===== config.mk =====
export PLATFORM = sky130hd
export DESIGN_NAME = serial_byte_queue
export DESIGN_NICKNAME = d
export VERILOG_FILES = /design/src/rtl/serial_byte_queue.sv
export SDC_FILE = /design/constraint.sdc
export NUM_CORES = 1
export LEC_CHECK = 0
export CAP_MARGIN = 0
export CORE_ASPECT_RATIO = 0.9
export CORE_MARGIN = 2
export CORE_UTILIZATION = 50
export CTS_CLUSTER_SIZE = 25
export DETAILED_ROUTE_END_ITERATION = 8
export HOLD_SLACK_MARGIN = 0.12
export PLACE_DENSITY = 0.71
export SLEW_MARGIN = 20
export SYNTH_ARGS = -nofsm -noshare
export SYNTH_HDL_FRONTEND = slang
export SYNTH_SLANG_ARGS = --single-unit

===== constraint.sdc =====
create_clock -name clock_1MHz -period 4.5 [get_ports clock_1MHz]
set_input_delay 0.9 -clock clock_1MHz [delete_from_list [all_inputs] [get_ports clock_1MHz]]
set_output_delay 0.9 -clock clock_1MHz [all_outputs]
set_load 0.05 [all_outputs]

===== src/rtl/serial_byte_queue.sv =====
// serial_byte_queue: serial-to-parallel receiver feeding a small circular FIFO.
// Bits arrive MSB-first on data_in, qualified by rising edges of write_in.
// Completed words are pushed into the FIFO and popped onto data_out by
// rising edges of dequeue_in. status_out reports whether bits are accepted.
module serial_byte_queue #(
  parameter int unsigned DEPTH = 8,
  parameter int unsigned WIDTH = 8
) (
  input  logic             clock_1MHz,
  input  logic             rst,
  input  logic             data_in,
  input  logic             write_in,
  input  logic             enqueue_in,
  input  logic             dequeue_in,
  output logic             status_out,
  output logic [WIDTH-1:0] data_out
);

  localparam int unsigned PTR_W = (DEPTH > 1) ? $clog2(DEPTH) : 1;
  localparam int unsigned CNT_W = $clog2(DEPTH + 1);
  localparam int unsigned BIT_W = (WIDTH > 1) ? $clog2(WIDTH) : 1;

  // Receiver states: collecting bits, or holding a finished word for the FIFO
  localparam logic [0:0] ST_COLLECT = 1'b0;
  localparam logic [0:0] ST_HOLD    = 1'b1;

  // Reserved input; intentionally has no effect
  logic unused_enqueue;
  assign unused_enqueue = enqueue_in;

  // Strobe synchronisation / edge detection registers
  logic write_q;
  logic write_prev;
  logic data_q;
  logic deq_q;
  logic deq_prev;

  // Receiver state
  logic [0:0]       state;
  logic [0:0]       state_next;
  logic [WIDTH-1:0] shift;
  logic [BIT_W-1:0] bit_cnt;
  logic [WIDTH-1:0] hold;
  logic             pending_blocked;

  // FIFO storage and bookkeeping
  logic [WIDTH-1:0] mem [DEPTH];
  logic [PTR_W-1:0] wr_ptr;
  logic [PTR_W-1:0] rd_ptr;
  logic [CNT_W-1:0] count;

  // Combinational helpers
  logic             write_evt_c;
  logic             pop_evt_c;
  logic             pending_c;
  logic             full_c;
  logic             empty_c;
  logic             push_c;
  logic             do_pop_c;
  logic             accept_c;
  logic             byte_done_c;
  logic [WIDTH-1:0] captured_word_c;

  assign write_evt_c     = write_q & ~write_prev;
  assign pop_evt_c       = deq_q & ~deq_prev;
  assign pending_c       = (state == ST_HOLD);
  assign full_c          = (count == CNT_W'(DEPTH));
  assign empty_c         = (count == '0);
  assign push_c          = pending_c & ~full_c;
  assign do_pop_c        = pop_evt_c & ~empty_c;
  assign accept_c        = write_evt_c & status_out & ~(pending_c & full_c);
  assign byte_done_c     = accept_c & (bit_cnt == BIT_W'(WIDTH - 1));
  assign captured_word_c = {shift[WIDTH-2:0], data_q};

  // Register strobes and the data bit seen alongside the write strobe
  always_ff @(posedge clock_1MHz) begin
    if (rst) begin
      write_q    <= 1'b0;
      write_prev <= 1'b0;
      data_q     <= 1'b0;
      deq_q      <= 1'b0;
      deq_prev   <= 1'b0;
    end else begin
      write_q    <= write_in;
      write_prev <= write_q;
      data_q     <= data_in;
      deq_q      <= dequeue_in;
      deq_prev   <= deq_q;
    end
  end

  // Receiver state register
  always_ff @(posedge clock_1MHz) begin
    if (rst) begin
      state <= ST_COLLECT;
    end else begin
      state <= state_next;
    end
  end

  // Receiver next-state: a finished word is held until the FIFO takes it
  always_comb begin
    state_next = state;
    case (state)
      ST_COLLECT: begin
        if (byte_done_c) begin
          state_next = ST_HOLD;
        end
      end
      ST_HOLD: begin
        if (push_c && !byte_done_c) begin
          state_next = ST_COLLECT;
        end
      end
      default: begin
        state_next = ST_COLLECT;
      end
    endcase
  end

  // Shift register, bit counter and holding register
  always_ff @(posedge clock_1MHz) begin
    if (rst) begin
      shift   <= '0;
      bit_cnt <= '0;
      hold    <= '0;
    end else if (accept_c) begin
      shift <= captured_word_c;
      if (byte_done_c) begin
        bit_cnt <= '0;
        hold    <= captured_word_c;
      end else begin
        bit_cnt <= bit_cnt + BIT_W'(1);
      end
    end
  end

  // Stall flag and ready indication, lagging the FIFO state by one cycle
  always_ff @(posedge clock_1MHz) begin
    if (rst) begin
      pending_blocked <= 1'b0;
      status_out      <= 1'b0;
    end else begin
      pending_blocked <= pending_c & full_c;
      status_out      <= ~pending_blocked;
    end
  end

  // FIFO storage write; contents are invalidated by count, not cleared
  always_ff @(posedge clock_1MHz) begin
    if (push_c) begin
      mem[wr_ptr] <= hold;
    end
  end

  // FIFO pointers and occupancy count
  always_ff @(posedge clock_1MHz) begin
    if (rst) begin
      wr_ptr <= '0;
      rd_ptr <= '0;
      count  <= '0;
    end else begin
      if (push_c) begin
        wr_ptr <= wr_ptr + PTR_W'(1);
      end
      if (do_pop_c) begin
        rd_ptr <= rd_ptr + PTR_W'(1);
      end
      case ({push_c, do_pop_c})
        2'b10:   count <= count + CNT_W'(1);
        2'b01:   count <= count - CNT_W'(1);
        default: count <= count;
      endcase
    end
  end

  // Output word, held until the next successful pop
  always_ff @(posedge clock_1MHz) begin
    if (rst) begin
      data_out <= '0;
    end else if (do_pop_c) begin
      data_out <= mem[rd_ptr];
    end
  end

endmodule


Word level (Yosys, flattened, before mapping)
Memories as Yosys holds them, arrays and structs flattened. A register that Yosys moved wholly into a read port is not among the register bits.
Index checks and enable logic that the tools add are counted.

word-level totals
  bits in writable memories = 64
  memories = 1
  register bits = 36
  input port bits = 6

memories
  memory  words  width  read ports  clocked after memory_dff  write ports  RTL line  source
  mem     8      8      1           1                         1            47        logic [WIDTH-1:0] mem [DEPTH];

operators by class
  muxes and demuxes = 7
  equal/unequal tests = 4
  bitwise logic cells = 15
  reduce and logical (&&, ||, !) cells = 5
  add/subtract/negate cells = 5

operator list
  operator                                                            number
  3-bit by 1-bit adder with 3-bit output, second input constant       3
  1-bit AND                                                           8
  4-bit one-hot mux with 2 select lines                               1
  1-bit NOT                                                           7
  4-bit by 1-bit adder with 4-bit output, second input constant       1
  4-bit == test, second input constant                                1
  4-bit zero test                                                     1
  1-bit 2-to-1 mux                                                    4
  4-bit by 1-bit subtractor with 4-bit output, second input constant  1
  3-bit == test, second input constant                                1
  3-bit 2-to-1 mux                                                    1
  2-bit by 1-bit == test with 1-bit output, second input constant     1
  2-bit == test, second input constant                                1
  1-bit one-hot mux with 2 select lines                               1
  2-bit AND reduction                                                 1
  2-bit nonzero test                                                  1
  1-bit logical AND                                                   1
  1-bit zero test                                                     1

Longest topological paths before layout
Gate-level depths: netlist (run 1).

  word-level depth = 9
  mapped depth = 10
  mapped depth without buffers = 9

Worst setup path before layout (run 1)
Ideal clock, no wire load.

  kind = register to register
  from = register count[3]
  to = register count[3]
  cell stages (with the launch flop) = 10
  arrival time = 2.565 ns
  path slack = 1.864 ns
  path buffers = 1
  setup time = 0.071 ns
  cells stage by stage = dfxtp_1 -> or4_4 -> and2_4 -> buf_6 -> ha_1 -> ha_1 -> a21oi_1 -> a21oi_1 -> or4_1 -> a21oi_1

on the way
  longest elaborated chain between the ends = 5
  elaborated cells on any way between the ends = 12

RTL lines
  item                                                                                RTL line  source
  start: declaration                                                                  50        logic [CNT_W-1:0] count;
  start signal: assignment                                                            170       2'b10: count <= count + CNT_W'(1);
  start signal: assignment                                                            171       2'b01: count <= count - CNT_W'(1);
  start signal: assignment                                                            172       default: count <= count;
  4-bit zero test *                                                                   68        assign empty_c = (count == '0);
  1-bit NOT *                                                                         70        assign do_pop_c = pop_evt_c & ~empty_c;
  1-bit AND *                                                                         70
  via do_pop_c                                                                        59        logic do_pop_c;
  2-bit by 1-bit == test with 1-bit output / 2-bit == test (equally long branches)    169       case ({push_c, do_pop_c})
  4-bit one-hot mux with 2 select lines / 2-bit nonzero test (equally long branches)  --

Mark *: on every way through the listed nets, which the timed path passes. The rest lies on a longest branch.
A chain may end at the register's enable or synchronous reset.

Worst setup path after layout (run 1)
  from = register count[3]
  to = register count[3]

on the way
  longest elaborated chain between the ends = 5
  elaborated cells on any way between the ends = 12

RTL lines
  item                                                                                RTL line
  4-bit == test / 4-bit zero test (equally long branches)                             67, 68
  1-bit NOT, on equally long branches                                                 69, 70
  1-bit AND, on equally long branches                                                 69, 70
  2-bit by 1-bit == test with 1-bit output / 2-bit == test (equally long branches)    169
  4-bit one-hot mux with 2 select lines / 2-bit nonzero test (equally long branches)  --

Several ways; a longest one is shown, not always the timed one.

==> qor.yml, run 1 <==
outcome:
  status: "finished clean"
clock_network:
  numCtsBuffers: 9
  cts.sinks: 108
  cts_tree: "built"
  ctsRootBufferMaster: "clkbuf_8"
  ctsResizeCount: 0
  path_clk_slew_ns: 0.10
  hold_buffers: 0
  cts_setup_buffers: 0
  clock_path_buffers: 2
  clk_latency_ns: 0.36
  cts.htree.levels: 3
route:
  dr.pass1.iters: 4
  first_iter_violations: 109
  vias_per_cell: 5.54
  drc_errors: 0
  wl_per_cell_um: 16.8
  routed_wl_mm: 6.68
  vias: 2198
  antenna_left: 0
placement:
  io_buffers: 13
  hpwl_mm: 4.55
  gp_congestion: 0.673
synthesis:
  synth_top_family_by_area: "multiplexers"
  ys.flop_type: "edfxtp_1"
  syn_area_per_cell_sq_um: 15.0
  async_reset_ff_share_pct: 0
  synth_simple_gate_area_share_pct: 9.92
  synth-compound-area-share_pct: 2.88
  synth_fa_ha_area_share_pct: 2.61
  syn_inst: 275
  yosys_warnings: 0
  synth_area_sq_mm: 0.00412
  ys_types: 35
  ys_ff_latch: 108
  synth_edf_count: 64
  synth_mux_area_share_pct: 13.1
  synthXorXnorAreaFrac_pct: 1.46
  seq_area_frac_synth_pct: 68.0
  synth_nets: 289
global_routing:
  busiest_layer: "met2"
  grt_overflow: 0
  grt_start_max_net_pins: 45
  grt_use_met2_pct: 27.1
  grt_use_met1_pct: 21.8
  met3_usage_pct: 4.90
  grt_pass1_vias: 2193
  grt_util_all_layers_pct: 16.6
  grt_first_pass_wirelength_mm: 11.2
  antenna_found_initial: 0
die:
  die_w_um: 99.7
  start_util_pct: 51.3
  die-area_sq_mm: 0.00899
  fp.coreArea_sq_mm: 0.00803
  ioPinCount: 15
  rows: 31
  fp.dieH_um: 90.1
timing:
  setup_violations: 0
  final.setup.tns_ns: 0
  hold_viol: 0
  grt_setup_unrepaired: "false"
  min_period_ns: 2.79
  relSlewSlack_pct: 29.1
  tightest_slew_ns: 1.06
  max_freq_mhz: 359
  finalCritPeriodShare_pct: 62.0
  drv_slew: 0
  fin_skew_ns: 0.0106
layout:
  final_nets: 307
  drive_gt1_share_pct: 15.4
  layout.cells.most_common_list: "64 x edfxtp_1, 44 x dfxtp_1, 41 x nor2_1"
  synthToLayoutAreaGrowth_pct: 11.1
  layout_commonest_cell: "edfxtp_1"
  num_antenna_cells: 0
flow_run:
  max_cap_viol_count: 0
setup_path:
  required_ns: 4.80
  crit_fanout: 11
  cp-endpoint: "count[3]"
  r2r_cells: 8
  end_kind: "flip-flop"
  crit_path_start_kind: "flip-flop"
  critPathLaunch: "count[3]"
  ff2ff_setup_slack_ns: 1.71
  rr_endpoint: "count[3]"
  r2r_start: "count[3]"
  cp_data_arrival_time_ns: 3.08
  crit_type: "reg -> reg"
worst_hold_path:
  min_path_type: "reg -> reg"
pwr:
  max-vdd-ir-drop_uv: 183
  power.leakage_uw: 0.00148
  power_density_mw_per_mm2: 364
  fin_total_pwr_uw: 1670
how the worst min path moves through the flow:
stage               startpoint         end  slack [ns]  cells past startpoint
3_5_place_dp   pending_blocked  status_out        0.38                      1
2_1_floorplan  pending_blocked  status_out        0.37                      1
4_1_cts        pending_blocked  status_out        0.40                      1
5_1_grt        pending_blocked  status_out        0.41                      1
6_report       pending_blocked  status_out        0.39                      1
3_3_place_gp   pending_blocked  status_out        0.37                      1
stage by stage:
| step | utilization, % | area, sq um | setup WS, ns | cells | hold WS, ns |
|---|---|---|---|---|---|
| 2_1_floorplan | - | 4120 | 1.86 | 275 | 0.368 |
| 3_3_place_gp | 54.4 | 4370 | 1.82 | 381 | 0.373 |
| 3_5_place_dp | 54.4 | 4370 | 1.72 | 381 | 0.382 |
| 4_1_cts | 57.1 | 4580 | 1.70 | 397 | 0.397 |
| 5_1_grt | 57.1 | 4580 | 1.60 | 397 | 0.412 |
| 6_report | 57.1 | 4580 | 1.71 | 397 | 0.393 |
cells by family (layout without fill, tap and decap cells):
kind of cell,Yosys count,after routing
AO/OA/AOI/OAI,19,19
multiplexers,34,34
buffers and inverters,17,40
adder cells (fa/ha/maj),8,8
AND/OR/NAND/NOR,83,83
XOR/XNOR,6,6
flip-flops,108,108
power by group:
part | internal (uW) | leakage [uW] | total (uW) | switching, uW
Sequential | 1040 | 0.000949 | 1040 | 2.03
Combinational | 8.52 | 0.000422 | 20.0 | 11.5
Clock | 295 | 0.000110 | 608 | 314
Total | 1340 | 0.00148 | 1670 | 327
Yosys cell counts, types with 2 or more instances:
cell type / number / share of area (%)
mux4_2: 16 / 8.7
nor2_1: 41 / 3.7
nand3_1: 6 / 0.73
a21oi_1: 8 / 0.97
o22ai_1: 8 / 1.2
ha_1: 7 / 2.1
inv_1: 4 / 0.36
nor3_1: 13 / 1.6
nand3_2: 2 / 0.49
xor2_1: 4 / 0.85
edfxtp_1: 64 / 47
nand2b_1: 3 / 0.46
buf_4: 3 / 0.55
mux2i_1: 18 / 4.4
nor2b_1: 6 / 0.91
dfxtp_1: 44 / 21
nand2_1: 3 / 0.27
clkbuf_1: 8 / 0.73
registers in the layout, summed over array words and instances, names as in the netlist:
signal and cells:
pending_c 1, count 4, deq_q 1, rd_ptr 3
wr_ptr 3, bit_cnt 3, hold 8, data_out 8
write_prev 1, shift 7, pending_blocked 1, write_q 1
mem 64, deq_prev 1, status_out 1, data_q 1
final cells by class:
cell class | instances | area (sq um)
repair buffers | 20 | 183
clock inverters | 6 | 66.3
clock buffers | 10 | 149
flip-flops and latches | 108 | 2800
inverters | 4 | 15.0
fillers | 635 | 3450
well taps | 99 | 124
multi-input cells | 150 | 1240
worst max-delay path, stage by stage (launching register included):
cell	delay, ns
dfxtp_1	0.41
or4_4	0.61
and2_4	0.24
ha_1	0.23
ha_1	0.33
a21oi_1	0.19
a21oi_1	0.11
or4_1	0.48
a21oi_1	0.15
routing by layer:
| metal | vias to the layer above | share of wire (%) |
|---|---|---|
| met1 | 1096 | 45 |
| met2 | 40 | 49 |
| li1 | 1058 | - |
| met3 | 4 | 4.7 |
| met5 | - | 0 |
| met4 | 0 | 0.51 |
Power figures use the tool's default switching activity.
==> run 2, diff against run 1 <==
--- a/config.mk
+++ b/config.mk
@@ -12,7 +12,7 @@
 export CTS_CLUSTER_SIZE = 25
 export DETAILED_ROUTE_END_ITERATION = 8
 export HOLD_SLACK_MARGIN = 0.12
-export PLACE_DENSITY = 0.71
+export PLACE_DENSITY = 0.74
 export SLEW_MARGIN = 20
 export SYNTH_ARGS = -nofsm -noshare
 export SYNTH_HDL_FRONTEND = slang
==> constraint.sdc (replaced) <==
create_clock -name clock_1MHz -period 2.4 [get_ports clock_1MHz]
set_input_delay 0.48 -clock clock_1MHz [delete_from_list [all_inputs] [get_ports clock_1MHz]]
set_output_delay 0.48 -clock clock_1MHz [all_outputs]
set_load 0.05 [all_outputs]
==> run 2 against run 1 <==
Net effect:
- hold slack got worse by 0.0049 ns
- die area stayed put
- maximum frequency up 17%
- via count rose by 0.96%
- register-to-register slack got worse by 1.7 ns
- highest routed layer unchanged
- clock power increased by 84%
- design area increased by 2.9%
==> qor.yml, run 2 (same netlist as run 1, synthesis figures left out) <==
layout:
  layout_commonest_cell: "edfxtp_1"
  top_register: "mem"
  largest_reg_flops: 64
  final_nets: 319
  synthToLayoutAreaGrowth_pct: 14.4
  num_antenna_cells: 0
  top_regs: "mem x64, data_out x8, hold x8"
  drive_gt1_share_pct: 20.0
  nFillCells: 625
  regArea_sq_mm: 0.00280
  layout.cells.most_common_list: "64 x edfxtp_1, 43 x dfxtp_1, 41 x nor2_1"
  multiInputGateArea_sq_mm: 0.00130
  fin_util_pct: 58.7
placement:
  place_ws_ns: 0.0438
  io_buffers: 13
  gp_congestion: 0.726
  hpwl_mm: 4.59
clock_network:
  cts.sinks: 108
  ctsRootBufferMaster: "clkbuf_8"
  cts_tree: "built"
  clk_latency_ns: 0.36
  hold_buffers: 0
  clock_path_buffers: 2
  numCtsBuffers: 9
  cts_setup_buffers: 0
  cts.htree.levels: 3
  path_clk_slew_ns: 0.09
setup_path:
  required_ns: 2.69
  crit_fanout: 3
  path_cells: "or4_4 -> and2_4 -> ha_4 -> ha_4 -> a21oi_4 -> a21oi_2 -> or4_1 -> a21oi_1"
  timing.critical_path.buf_inv: 0
  cpPeakStageDelay_ns: 0.53
  cp_top_family: "simple AND/OR/NAND/NOR gates"
  crit_slowest_cell: "or4_4"
  crit_type: "reg -> reg"
  crit_path_start_kind: "flip-flop"
  cp_data_arrival_time_ns: 2.67
  end_kind: "flip-flop"
  path_common_cell: "ha_4"
timing:
  drv_slew: 0
  whs_ns: 0.388
  worst_slack_ns: 0.0176
  max_freq_mhz: 420
  min_period_ns: 2.38
  grt_setup_unrepaired: "true"
  hold_viol: 0
  relSlewSlack_pct: 32.0
  final.setup.tns_ns: 0
  tightest_slew_ns: 1.02
  finalCritPeriodShare_pct: 99.3
  fin_skew_ns: 0.0122
  setup_violations: 0
route:
  dr.pass1.iters: 4
  vias_per_cell: 5.43
  vias: 2219
  drc_errors: 0
  antenna_left: 0
  routed_wl_mm: 7.02
  first_iter_violations: 112
  wl_per_cell_um: 17.2
global_routing:
  busiest_layer: "met2"
  grt_overflow: 0
  grt_use_met2_pct: 28.8
  grt_pass1_vias: 2265
  antenna_found_initial: 0
  grt_first_pass_wirelength_mm: 11.6
  grt_start_max_net_pins: 45
  met3_usage_pct: 4.51
  grt_use_met1_pct: 21.4
  grt_util_all_layers_pct: 17.1
die:
  die-area_sq_mm: 0.00899
  ioPinCount: 15
  fp.dieH_um: 90.1
  start_util_pct: 51.3
  fp.coreArea_sq_mm: 0.00803
  rows: 31
  die_w_um: 99.7
flow_run:
  max_cap_viol_count: 0
pwr:
  power_density_mw_per_mm2: 658
  max-vdd-ir-drop_uv: 334
  power.leakage_uw: 0.00154
  fin_total_pwr_uw: 3100
outcome:
  status: "finished clean"
worst_hold_path:
  min_path_type: "reg -> reg"
run 2: cell types whose count changed in the layout (fill, tap and decap cells not counted), sizes merged:
cell | before | now
clkinv | 2 | 1
bufinv | 1 | 2
inv | 7 | 4
clkbuf | 10 | 13
buf | 7 | 19
run 2: cell type report:
class                      instances  share of cell area (%)
inverter                           4                   0.318
sequential                       108                    59.5
multi-input combinational        150                    27.5
clock buffer                      13                    2.95
clock inverter                     3                    1.35
tap                               99                    2.63
timing repair buffer              32                    5.79
run 2: final timing paths:
check / from / to / slack [ns] / cells after the start
setup reg to reg: count[1] / count[3] / 0.02 / 8
hold / removal: pending_blocked / status_out / 0.39 / 1
setup / recovery: count[1] / count[3] / 0.02 / 8
hold reg to reg: pending_blocked / status_out / 0.39 / 1
run 2: metrics by stage:
stage / instances / cell area, sq um
after CTS: 409 / 4690
after detailed placement: 393 / 4490
after global routing: 409 / 4710
final: 409 / 4710
after global placement: 393 / 4490
after floorplan: 275 / 4150
run 2: metal layers:
metal / vias to the layer above / share of wire, %
met2: 52 / 50
met1: 1073 / 44
met4: 0 / 1.5
met5: - / 0
li1: 1084 / -
met3: 10 / 4.3
run 2: what timing repair did:
item | CTS | global route
gates resized for setup | 0 | 5
endpoints found under the setup margin | 0 | 1
endpoints found under the hold margin | 0 | 0
run 2: power by group:
group | total [uW] | internal (uW) | switching [uW]
Combinational | 39.4 | 17.0 | 22.4
Sequential | 1950 | 1940 | 3.79
Clock | 1120 | 587 | 530
Total | 3100 | 2550 | 556
